**src/rtl/score_keeper_if.sv**
```systemverilog
// Score keeper bus: game control inputs and the registered score/status outputs.
interface score_keeper_if #(
   parameter int DIGITS    = 2,
   parameter int MAX_SCORE = 10
);
   localparam int SW = $clog2(MAX_SCORE + 1);

   logic                  reached_target;
   logic                  game_start;
   logic                  game_over;
   logic [SW-1:0]         score_bin;
   logic [4*DIGITS-1:0]   score_bcd;
   logic [4*DIGITS-1:0]   high_bcd;
   logic [3:0]            level;
   logic                  level_up;
   logic                  new_high;
   logic                  max_reached;
   logic                  busy;

   modport master (
      output reached_target, game_start, game_over,
      input  score_bin, score_bcd, high_bcd, level, level_up,
             new_high, max_reached, busy
   );

   modport slave (
      input  reached_target, game_start, game_over,
      output score_bin, score_bcd, high_bcd, level, level_up,
             new_high, max_reached, busy
   );
endinterface

```
**src/rtl/score_keeper.sv**
```systemverilog
// Score keeper: credits points for target events one per clock, tracks a BCD
// score alongside the binary one, a high score, and a level derived from score.
module score_keeper #(
   parameter int DIGITS     = 2,
   parameter int MAX_SCORE  = 10,
   parameter int POINTS     = 1,
   parameter int LEVEL_STEP = 5,
   parameter int PEND_W     = 4
) (
   input  logic           clk,
   input  logic           rst,
   score_keeper_if.slave  bus
);
   localparam int SW = $clog2(MAX_SCORE + 1);
   localparam int BW = 4 * DIGITS;
   localparam int LW = (LEVEL_STEP > 1) ? $clog2(LEVEL_STEP) : 1;

   typedef enum logic [1:0] {PLAY, ADD, OVER} state_t;

   state_t              state, state_nxt;
   logic                prev;
   logic [PEND_W-1:0]   pending, pending_nxt;
   logic [SW-1:0]       score, score_nxt;
   logic [BW-1:0]       bcd, bcd_nxt;
   logic [BW-1:0]       high, high_nxt;
   logic [3:0]          level, level_nxt;
   logic [LW-1:0]       lvl_cnt, lvl_cnt_nxt;
   logic                level_up, level_up_nxt;
   logic                new_high, new_high_nxt;
   logic                max_reached, max_nxt;
   logic                busy, busy_nxt;
   logic                evt;

   // BCD +1 with ripple carry from digit 0 upward.
   function automatic logic [BW-1:0] bcd_inc(input logic [BW-1:0] v);
      logic [BW-1:0] r;
      logic          carry;
      r     = v;
      carry = 1'b1;
      for (int i = 0; i < DIGITS; i++) begin
         if (carry) begin
            if (r[4*i +: 4] == 4'd9) begin
               r[4*i +: 4] = 4'd0;
            end else begin
               r[4*i +: 4] = r[4*i +: 4] + 4'd1;
               carry       = 1'b0;
            end
         end
      end
      return r;
   endfunction

   // Clamp a pending-points value to the counter's range.
   function automatic logic [PEND_W-1:0] pend_sat(input int v);
      if (v > (1 << PEND_W) - 1) return '1;
      return PEND_W'(v);
   endfunction

   // State and output registers; reset clears everything including the high score.
   always_ff @(posedge clk or posedge rst) begin
      if (rst) begin
         state       <= PLAY;
         prev        <= 1'b0;
         pending     <= '0;
         score       <= '0;
         bcd         <= '0;
         high        <= '0;
         level       <= '0;
         lvl_cnt     <= '0;
         level_up    <= 1'b0;
         new_high    <= 1'b0;
         max_reached <= 1'b0;
         busy        <= 1'b0;
      end else begin
         state       <= state_nxt;
         prev        <= bus.reached_target;
         pending     <= pending_nxt;
         score       <= score_nxt;
         bcd         <= bcd_nxt;
         high        <= high_nxt;
         level       <= level_nxt;
         lvl_cnt     <= lvl_cnt_nxt;
         level_up    <= level_up_nxt;
         new_high    <= new_high_nxt;
         max_reached <= max_nxt;
         busy        <= busy_nxt;
      end
   end

   // Next state: start beats over beats event; ADD credits one point per clock.
   always_comb begin
      state_nxt    = state;
      pending_nxt  = pending;
      score_nxt    = score;
      bcd_nxt      = bcd;
      high_nxt     = high;
      level_nxt    = level;
      lvl_cnt_nxt  = lvl_cnt;
      level_up_nxt = 1'b0;
      new_high_nxt = new_high;
      max_nxt      = max_reached;
      evt          = bus.reached_target & ~prev;

      if (bus.game_start) begin
         state_nxt   = PLAY;
         pending_nxt = '0;
         score_nxt   = '0;
         bcd_nxt     = '0;
         level_nxt   = '0;
         lvl_cnt_nxt = '0;
         new_high_nxt = 1'b0;
         max_nxt     = 1'b0;
      end else if (bus.game_over && state != OVER) begin
         state_nxt   = OVER;
         pending_nxt = '0;
      end else begin
         case (state)
            PLAY: begin
               if (evt) begin
                  pending_nxt = pend_sat(POINTS);
                  state_nxt   = ADD;
               end
            end
            ADD: begin
               score_nxt = score + SW'(1);
               bcd_nxt   = bcd_inc(bcd);
               // BCD ordering matches numeric ordering, so compare directly.
               if (bcd_nxt > high) begin
                  high_nxt     = bcd_nxt;
                  new_high_nxt = 1'b1;
               end
               if (lvl_cnt == LW'(LEVEL_STEP - 1)) begin
                  lvl_cnt_nxt = '0;
                  if (level != 4'd15) begin
                     level_nxt    = level + 4'd1;
                     level_up_nxt = 1'b1;
                  end
               end else begin
                  lvl_cnt_nxt = lvl_cnt + LW'(1);
               end
               if (score_nxt == SW'(MAX_SCORE)) begin
                  pending_nxt = '0;
                  max_nxt     = 1'b1;
                  state_nxt   = OVER;
               end else if (evt) begin
                  pending_nxt = pend_sat(int'(pending) - 1 + POINTS);
               end else begin
                  pending_nxt = pending - PEND_W'(1);
                  if (pending == PEND_W'(1)) state_nxt = PLAY;
               end
            end
            OVER: begin
               state_nxt = OVER;
            end
            default: begin
               state_nxt = PLAY;
            end
         endcase
      end
      busy_nxt = (state_nxt == ADD);
   end

   assign bus.score_bin   = score;
   assign bus.score_bcd   = bcd;
   assign bus.high_bcd    = high;
   assign bus.level       = level;
   assign bus.level_up    = level_up;
   assign bus.new_high    = new_high;
   assign bus.max_reached = max_reached;
   assign bus.busy        = busy;
endmodule

```
**src/flat_wrapper.sv**
```systemverilog
// flat-port wrapper written by rule: the top's interface ports become plain ports
module score_keeper_flat 
#(
   parameter int DIGITS     = 2,
   parameter int MAX_SCORE  = 10,
   parameter int POINTS     = 1,
   parameter int LEVEL_STEP = 5,
   parameter int PEND_W     = 4
)
  (clk, rst, bus_reached_target, bus_game_start, bus_game_over, bus_score_bin, bus_score_bcd, bus_high_bcd, bus_level, bus_level_up, bus_new_high, bus_max_reached, bus_busy);
  score_keeper_if #(.DIGITS(DIGITS), .MAX_SCORE(MAX_SCORE)) bus_i ();
  input  logic clk;
  input  logic rst;
  input wire logic [$bits(bus_i.reached_target)-1:0] bus_reached_target;
  input wire logic [$bits(bus_i.game_start)-1:0] bus_game_start;
  input wire logic [$bits(bus_i.game_over)-1:0] bus_game_over;
  output wire logic [$bits(bus_i.score_bin)-1:0] bus_score_bin;
  output wire logic [$bits(bus_i.score_bcd)-1:0] bus_score_bcd;
  output wire logic [$bits(bus_i.high_bcd)-1:0] bus_high_bcd;
  output wire logic [$bits(bus_i.level)-1:0] bus_level;
  output wire logic [$bits(bus_i.level_up)-1:0] bus_level_up;
  output wire logic [$bits(bus_i.new_high)-1:0] bus_new_high;
  output wire logic [$bits(bus_i.max_reached)-1:0] bus_max_reached;
  output wire logic [$bits(bus_i.busy)-1:0] bus_busy;
  assign bus_i.reached_target = bus_reached_target;
  assign bus_i.game_start = bus_game_start;
  assign bus_i.game_over = bus_game_over;
  assign bus_score_bin = bus_i.score_bin;
  assign bus_score_bcd = bus_i.score_bcd;
  assign bus_high_bcd = bus_i.high_bcd;
  assign bus_level = bus_i.level;
  assign bus_level_up = bus_i.level_up;
  assign bus_new_high = bus_i.new_high;
  assign bus_max_reached = bus_i.max_reached;
  assign bus_busy = bus_i.busy;
  score_keeper #(.DIGITS(DIGITS), .MAX_SCORE(MAX_SCORE), .POINTS(POINTS), .LEVEL_STEP(LEVEL_STEP), .PEND_W(PEND_W)) u_core (.clk(clk), .rst(rst), .bus(bus_i));
endmodule
```
**config.mk**
```make
export PLATFORM = sky130hd
export DESIGN_NAME = score_keeper_flat
export DESIGN_NICKNAME = d
export VERILOG_FILES = /design/src/rtl/score_keeper_if.sv /design/src/rtl/score_keeper.sv /design/src/flat_wrapper.sv
export SDC_FILE = /design/constraint.sdc
export NUM_CORES = 1
export LEC_CHECK = 0
export CORE_MARGIN = 2
export CORE_UTILIZATION = 50
export DETAILED_ROUTE_END_ITERATION = 10
export GPL_ROUTABILITY_DRIVEN = 0
export HOLD_SLACK_MARGIN = 0.06
export PLACE_DENSITY = 0.77
export RECOVER_POWER = 50
export SETUP_SLACK_MARGIN = 0.4
export SLEW_MARGIN = 5
export SYNTH_ARGS = -nofsm -noshare
export SYNTH_HDL_FRONTEND = slang
export SYNTH_SLANG_ARGS = --single-unit
```
**constraint.sdc**
```tcl
create_clock -name clk -period 3.08 [get_ports clk]
set_input_delay 0.616 -clock clk [delete_from_list [all_inputs] [get_ports clk]]
set_output_delay 0.616 -clock clk [all_outputs]
set_load 0.005 [all_outputs]
```
# Yosys cells after proc, flatten, opt, wreduce, memory -nomap -nowiden
# Cells that the tools add are included.
dict set report op_classes {
  bitwise_logic 4
  muxes 62
  n_addsub 8
  eq_ne 12
  n_reduce_logical 14
  order_cmp 2
}
# op count
set op_table {}
lappend op_table {{$mux W4} 24}
lappend op_table {{$add A32 B2 Y32 const B} 1}
lappend op_table {{$gt A32 B5 Y1 const B} 1}
lappend op_table {{$mux W8} 3}
lappend op_table {{$mux W1} 23}
lappend op_table {{$add A4 B1 Y4 const B} 4}
lappend op_table {{$eq A4 B4 Y1 const B} 3}
lappend op_table {{$mux W2} 6}
lappend op_table {{$mux W3} 4}
lappend op_table {{$reduce_bool A2 Y1} 5}
lappend op_table {{$gt A8 B8 Y1} 1}
lappend op_table {{$pmux W4 S2} 1}
lappend op_table {{$reduce_and A4 Y1} 2}
lappend op_table {{$pmux W2 S3} 1}
lappend op_table {{$reduce_and A3 Y1} 2}
lappend op_table {{$sub A4 B1 Y5 const B} 1}
lappend op_table {{$eq A2 B1 Y1 const B} 2}
lappend op_table {{$eq A4 B1 Y1 const B} 1}
lappend op_table {{$ne A2 B2 Y1 const B} 2}
lappend op_table {{$ne A4 B2 Y1 const B} 1}
lappend op_table {{$ne A4 B4 Y1 const B} 1}
lappend op_table {{$reduce_and A2 Y1} 2}
lappend op_table {{$reduce_bool A4 Y1} 1}
lappend op_table {{$sub A4 B1 Y4 const B} 1}
lappend op_table {{other kinds (7)} 9}
dict set report totals {
  output_inout_bits 28
  in_bits 5
  register_bits 38
}

# Longest topological paths before layout
dict set report logic_depth {
  word_depth 15
  depth_mapped 11
  ltp_nobuf 11
}

# Worst setup path before layout
# No wires, ideal clock.
dict set report synth_timing {
  path_type {flip-flop to flip-flop}
  from {reg u_core.pending[0]}
  to {reg u_core.pending[2]}
  path_stages_with_launch 12
  synth_period_minus_slack_ns 3.217
  slack_ns -0.137
  t_arrival_ns 3.094
  setup_ns 0.123
  cell_sequence {dfrtp_1 inv_1 ha_1 nor3b_1 nand2_1 or2_2 ha_1 nor4bb_1 a31oi_1 nor2_1 nor2_1 o221a_2}
}
dict set report synth_between {
  elab_chain_len 15
  word_cells_on_any_way 16
  cone_classes {add/sub (3); order compare (1); mux (12)}
}
# element line_no
set synth_rtl {}
lappend synth_rtl {{from (decl)} score_keeper.sv:22} ;# logic [PEND_W-1:0] pending, pending_nxt;
lappend synth_rtl {{from (signal assigned)} score_keeper.sv:77} ;# pending <= pending_nxt;
lappend synth_rtl {{$sub A4 B1 Y5} score_keeper.sv:146} ;# pending_nxt = pend_sat(int'(pending) - 1 + POINTS);
lappend synth_rtl {{$add A32 B2 Y32} score_keeper.sv:146}
lappend synth_rtl {{$gt A32 B5 Y1} score_keeper.sv:55} ;# if (v > (1 << PEND_W) - 1) return '1;
lappend synth_rtl {{$mux W1} score_keeper.sv:55}
lappend synth_rtl {{$mux W1} score_keeper.sv:145} ;# end else if (evt) begin
lappend synth_rtl {{$mux W1} score_keeper.sv:141} ;# if (score_nxt == SW'(MAX_SCORE)) begin
lappend synth_rtl {{$mux W1} score_keeper.sv:117} ;# case (state)
lappend synth_rtl {{$mux W1} score_keeper.sv:113} ;# end else if (bus.game_over && state != OVER) begin
lappend synth_rtl {{$mux W1} score_keeper.sv:104} ;# if (bus.game_start) begin
lappend synth_rtl {{$mux W4} score_keeper.sv:56} ;# return PEND_W'(v);
lappend synth_rtl {{$mux W4 (*)} score_keeper.sv:145}
lappend synth_rtl {{$mux W4 (*)} score_keeper.sv:141}
lappend synth_rtl {{$pmux W4 S2 (*)} score_keeper.sv:117}
lappend synth_rtl {{$mux W4 (*)} score_keeper.sv:113}
lappend synth_rtl {{$mux W4 (*)} score_keeper.sv:104}
# Mark *: on every way between the ends. The rest lies on a longest branch, timed or not. The select of a mux whose other input is x is not followed.
# A chain may end at the register's enable or synchronous reset.

# Worst setup path in the final report
dict set report layout_timing {
  from {reg u_core.bcd[2], in the netlist u_core.bus.score_bcd[2]}
  to {reg u_core.high[2], in the netlist u_core.bus.high_bcd[2]}
}
dict set report layout_between {
  elab_chain_len 11
  word_cells_on_any_way 16
  cone_classes {add/sub (1); order compare (1); eq/ne (1); mux (12); reduce/logical (1)}
}
# element line_no
set layout_rtl {}
lappend layout_rtl {{from (decl)} score_keeper.sv:24} ;# logic [BW-1:0] bcd, bcd_nxt;
lappend layout_rtl {{from (signal assigned)} score_keeper.sv:79} ;# bcd <= bcd_nxt;
lappend layout_rtl {{$eq A4 B4 Y1} score_keeper.sv:42} ;# if (r[4*i +: 4] == 4'd9) begin
lappend layout_rtl {{$mux W1} score_keeper.sv:42}
lappend layout_rtl {{$mux W1} score_keeper.sv:117}
lappend layout_rtl {{$mux W1} score_keeper.sv:113}
lappend layout_rtl {{$mux W1} score_keeper.sv:104}
lappend layout_rtl {{$mux W4} score_keeper.sv:41} ;# if (carry) begin
lappend layout_rtl {{$mux W4} score_keeper.sv:117}
lappend layout_rtl {{$mux W4} score_keeper.sv:113}
lappend layout_rtl {{$mux W4} score_keeper.sv:104}
lappend layout_rtl {{$gt A8 B8 Y1} score_keeper.sv:128} ;# if (bcd_nxt > high) begin
lappend layout_rtl {{$reduce_and A4 Y1 (no line)} --}
lappend layout_rtl {{to (signal assigned)} score_keeper.sv:80} ;# high <= high_nxt;
lappend layout_rtl {{to (decl)} score_keeper.sv:25} ;# logic [BW-1:0] high, high_nxt;
# Parallel ways exist; a longest one is shown, timed or not. The select of a mux whose other input is x is not followed.

==> impl_metrics.ini <==
[global_route]
global_route_wire_length_before_repair_um = 8740
aggregate_global_routing_overflow = 0
grt_start_max_net_pins = 39
antenna_found_initial = 0
global_route.usage.total_pct = 20.8
grt_pass1_vias = 1836

[layout]
final_nets = 328
drive_above_1_share_pct = 20.9
insertedDiodeCount = 0
layout.cells.non_filler = 356
area_delta_synth_final_pct = 29.0

[detailed_routing]
vias = 1972
finalWirelength_um = 5420
wl_per_cell_um = 15.2
via_per_inst = 5.54
drc = 0
drt-pass1-iter-count = 4
final_antenna_net_count = 0
drt_first_iter_violations = 116

[floorplan]
floorplan.die_area_um2 = 5430
die_height_um = 73.7
starting_utilization_of_the_core_area_pct = 51.7
die_x_um = 73.7
core_area_um2 = 4690
boundaryPins = 33
fp-row-count = 25

[setup_path]
worst_setup_path_end_kind = register
worstSetupPathType = register to register
critPathMaxFanout = 4
critPathArrivalTime_ps = 2810
startpoint_class = register
critPathRequiredTime_ps = 3270

[sta]
grt_setup_unrepaired = false
finalHoldViolations = 0
report.final.setup_viol = 0
finalWorstPathRequiredPeriod_ps = 2620
timing_worst_slew_pin_value_ps = 977
final_critical_path_setup_slack_ps = 459
fmax_mhz = 381
post-route-period-util_pct = 85.1
skew_ps = 9.41
finalSetupTns_ps = 0
slew_violations = 0
slew_headroom_pct = 34.9

[clocking]
numClockSinks = 38
path_clk_slew_ps = 80
worstSkewPairLatency_ps = 300
h_tree_depth_reported_by_cts = 2
root_buffer = sky130_fd_sc_hd__clkbuf_8
cts.path.max_buffers = 2
cts_made_buffers = 5
cts_tree = done

[yosys]
synthesized_nets = 282
ys_types = 49
yosys_warnings = 0
postSynthRegisterBits = 38
syn_area_per_cell_um2 = 9.52
synth.yosys.seq_area_share_pct = 39.2
netlist_instances = 255
number_of_enable_type_register_cells_in_the_synthesized_netlist = 0
ffs_w_async_s_r_synth_pct = 100
syn-cell-area_um2 = 2430
synth_ff_type = sky130_fd_sc_hd__dfrtp_1

[run]
max-cap-violations = 0

[placement]
place_worst_setup_slack_ps = 154
dp.cells = 335
port_buffers = 32
detailed_place_hpwl_um = 3500

[power]
power.ir.vdd_worst_mv = 0.225
p_total_w = 0.00110
power_leakage_nw = 1.40
power.density_nw_per_um2 = 352

[run_status]
outcome = complete, no violations

[min_path]
type_of_the_most_critical_hold_path = register to register
==> layer usage <==
metal  vias up  GRT usage (%)  share of wire (%)  wire (um)
li1        977              -                  -          -
met1       953           29.3                 46       2500
met2        35           31.8                 49       2640
met3         7           3.43                3.6        193
met4         0           8.69                1.5         82
met5         -              0                  0          0
==> placed cells by master, fill, tap and decap left out, drive strengths merged, types with 3 or more instances in the layout <==
master	netlist	final
a21o	6	7
a21oi	13	13
buf	5	15
clkbuf	6	8
clkdlybuf4s50	0	22
dfrtp	38	38
dlygate4sd3	0	10
ha	22	22
inv	19	19
mux2	9	9
mux2i	6	6
nand2	18	18
nand3	5	5
nand4	3	3
nor2	34	34
nor2b	3	3
nor3	4	4
nor3b	3	3
o211ai	4	4
o21ai	8	8
or2	4	4
xnor2	7	7
xor2	7	7
==> metrics by stage <==
step | area, um2 | util (%) | hold slack [ps]
2_1_floorplan | 2470 | - | 486
3_3_place_gp | 2840 | 60.5 | 510
3_5_place_dp | 2840 | 60.5 | 519
4_1_cts | 2990 | 63.8 | 538
5_1_grt | 3130 | 66.7 | 549
6_report | 3130 | 66.7 | 531
==> synth_stat cells (all sizes together) (2+ instances only) <==
cell type | count | area share (%)
dfrtp | 38 | 39
nor2 | 34 | 5.3
ha | 22 | 11
inv | 19 | 2.9
nand2 | 18 | 2.8
a21oi | 13 | 2.7
mux2 | 9 | 4.2
o21ai | 8 | 1.6
xnor2 | 7 | 2.5
xor2 | 7 | 2.5
a21o | 6 | 1.9
clkbuf | 6 | 0.93
mux2i | 6 | 2.5
buf | 5 | 1.5
nand3 | 5 | 1.0
nor3 | 4 | 1.0
o211ai | 4 | 1.2
or2 | 4 | 1.0
nand4 | 3 | 0.77
nor2b | 3 | 0.77
nor3b | 3 | 0.93
a2111oi | 2 | 0.72
a22o | 2 | 0.72
nand2b | 2 | 0.52
nand3b | 2 | 0.62
o21a | 2 | 0.62
or3b | 2 | 0.72
==> state kept, by name, indices dropped and copies added (netlist names) <==
name,count
u_core.bus.score_bin,4
u_core.bus.level_up,1
u_core.bus.max_reached,1
u_core.prev,1
u_core.bus.new_high,1
u_core.state,2
u_core.lvl_cnt,3
u_core.bus.busy,1
u_core.pending,4
u_core.bus.level,4
u_core.bus.high_bcd,8
u_core.bus.score_bcd,8
==> repair_timing <==
item / in CTS / in global routing
setup buffers: 5 / 7
hold buffers: 0 / 0
endpoints found under the hold margin: 0 / 0
setup endpoints to repair: 12 / 13
resized for setup: 6 / 16
gates cloned: 1 / 0
pin swaps: 3 / 8
==> logic make-up (layout without fill, tap and decap cells) <==
family	count (synthesis)	after routing	share of synthesized area, %
and+or+nand+nor	87	87	18.0
AOI/OAI and AO/OA	49	50	14.4
DFF	38	38	39.2
buffers and inverters	30	76	5.41
adders and majority gates	22	22	11.3
muxes	15	15	6.65
xor gates and xnor gates	14	14	5.05
==> where the power goes <==
| part | internal [W] | leakage [nW] | switching, W |
|---|---|---|---|
| Combinational | 0.000113 | 0.842 | 0.000106 |
| Clock | 0.000180 | 0.0472 | 0.000186 |
| Sequential | 0.000505 | 0.515 | 0.0000113 |
| Total | 0.000798 | 1.40 | 0.000303 |
==> critical path, cell delays in order (launching register included) <==
cell and delay [ps]:
sky130_fd_sc_hd__dfrtp_2 410, sky130_fd_sc_hd__and4bb_2 330, sky130_fd_sc_hd__buf_4 150, sky130_fd_sc_hd__nand3_4 100, sky130_fd_sc_hd__xnor2_2 170, sky130_fd_sc_hd__ha_1 350
sky130_fd_sc_hd__a21o_1 200, sky130_fd_sc_hd__a21oi_2 210, sky130_fd_sc_hd__a21o_1 240, sky130_fd_sc_hd__mux2_2 350
==> final timing paths <==
check / start / end / slack [ps] / cells after the start
min in group asynchronous: rst / u_core.bus.high_bcd[0]$_DFFE_PP0P_ / 1050 / 3
max in group asynchronous: rst / u_core.bus.score_bcd[1]$_DFFE_PP0P_ / 1350 / 3
setup / recovery: u_core.bus.score_bcd[2]$_DFFE_PP0P_ / u_core.bus.high_bcd[2]$_DFFE_PP0P_ / 460 / 9
hold / removal: u_core.bus.high_bcd[5]$_DFFE_PP0P_ / u_core.bus.high_bcd[5]$_DFFE_PP0P_ / 530 / 1
hold reg to reg: u_core.bus.high_bcd[5]$_DFFE_PP0P_ / u_core.bus.high_bcd[5]$_DFFE_PP0P_ / 530 / 1
setup reg to reg: u_core.bus.score_bcd[2]$_DFFE_PP0P_ / u_core.bus.high_bcd[2]$_DFFE_PP0P_ / 460 / 9
==> final cells by class <==
type | instances | area (um2)
multi-input cells | 188 | 1500
clock buffers | 6 | 82.6
fillers | 386 | 1560
inverters | 19 | 71.3
well taps | 54 | 67.6
clock inverters | 2 | 12.5
repair buffers | 49 | 442
flip-flops and latches | 38 | 955
Power figures use the tool's default switching activity.
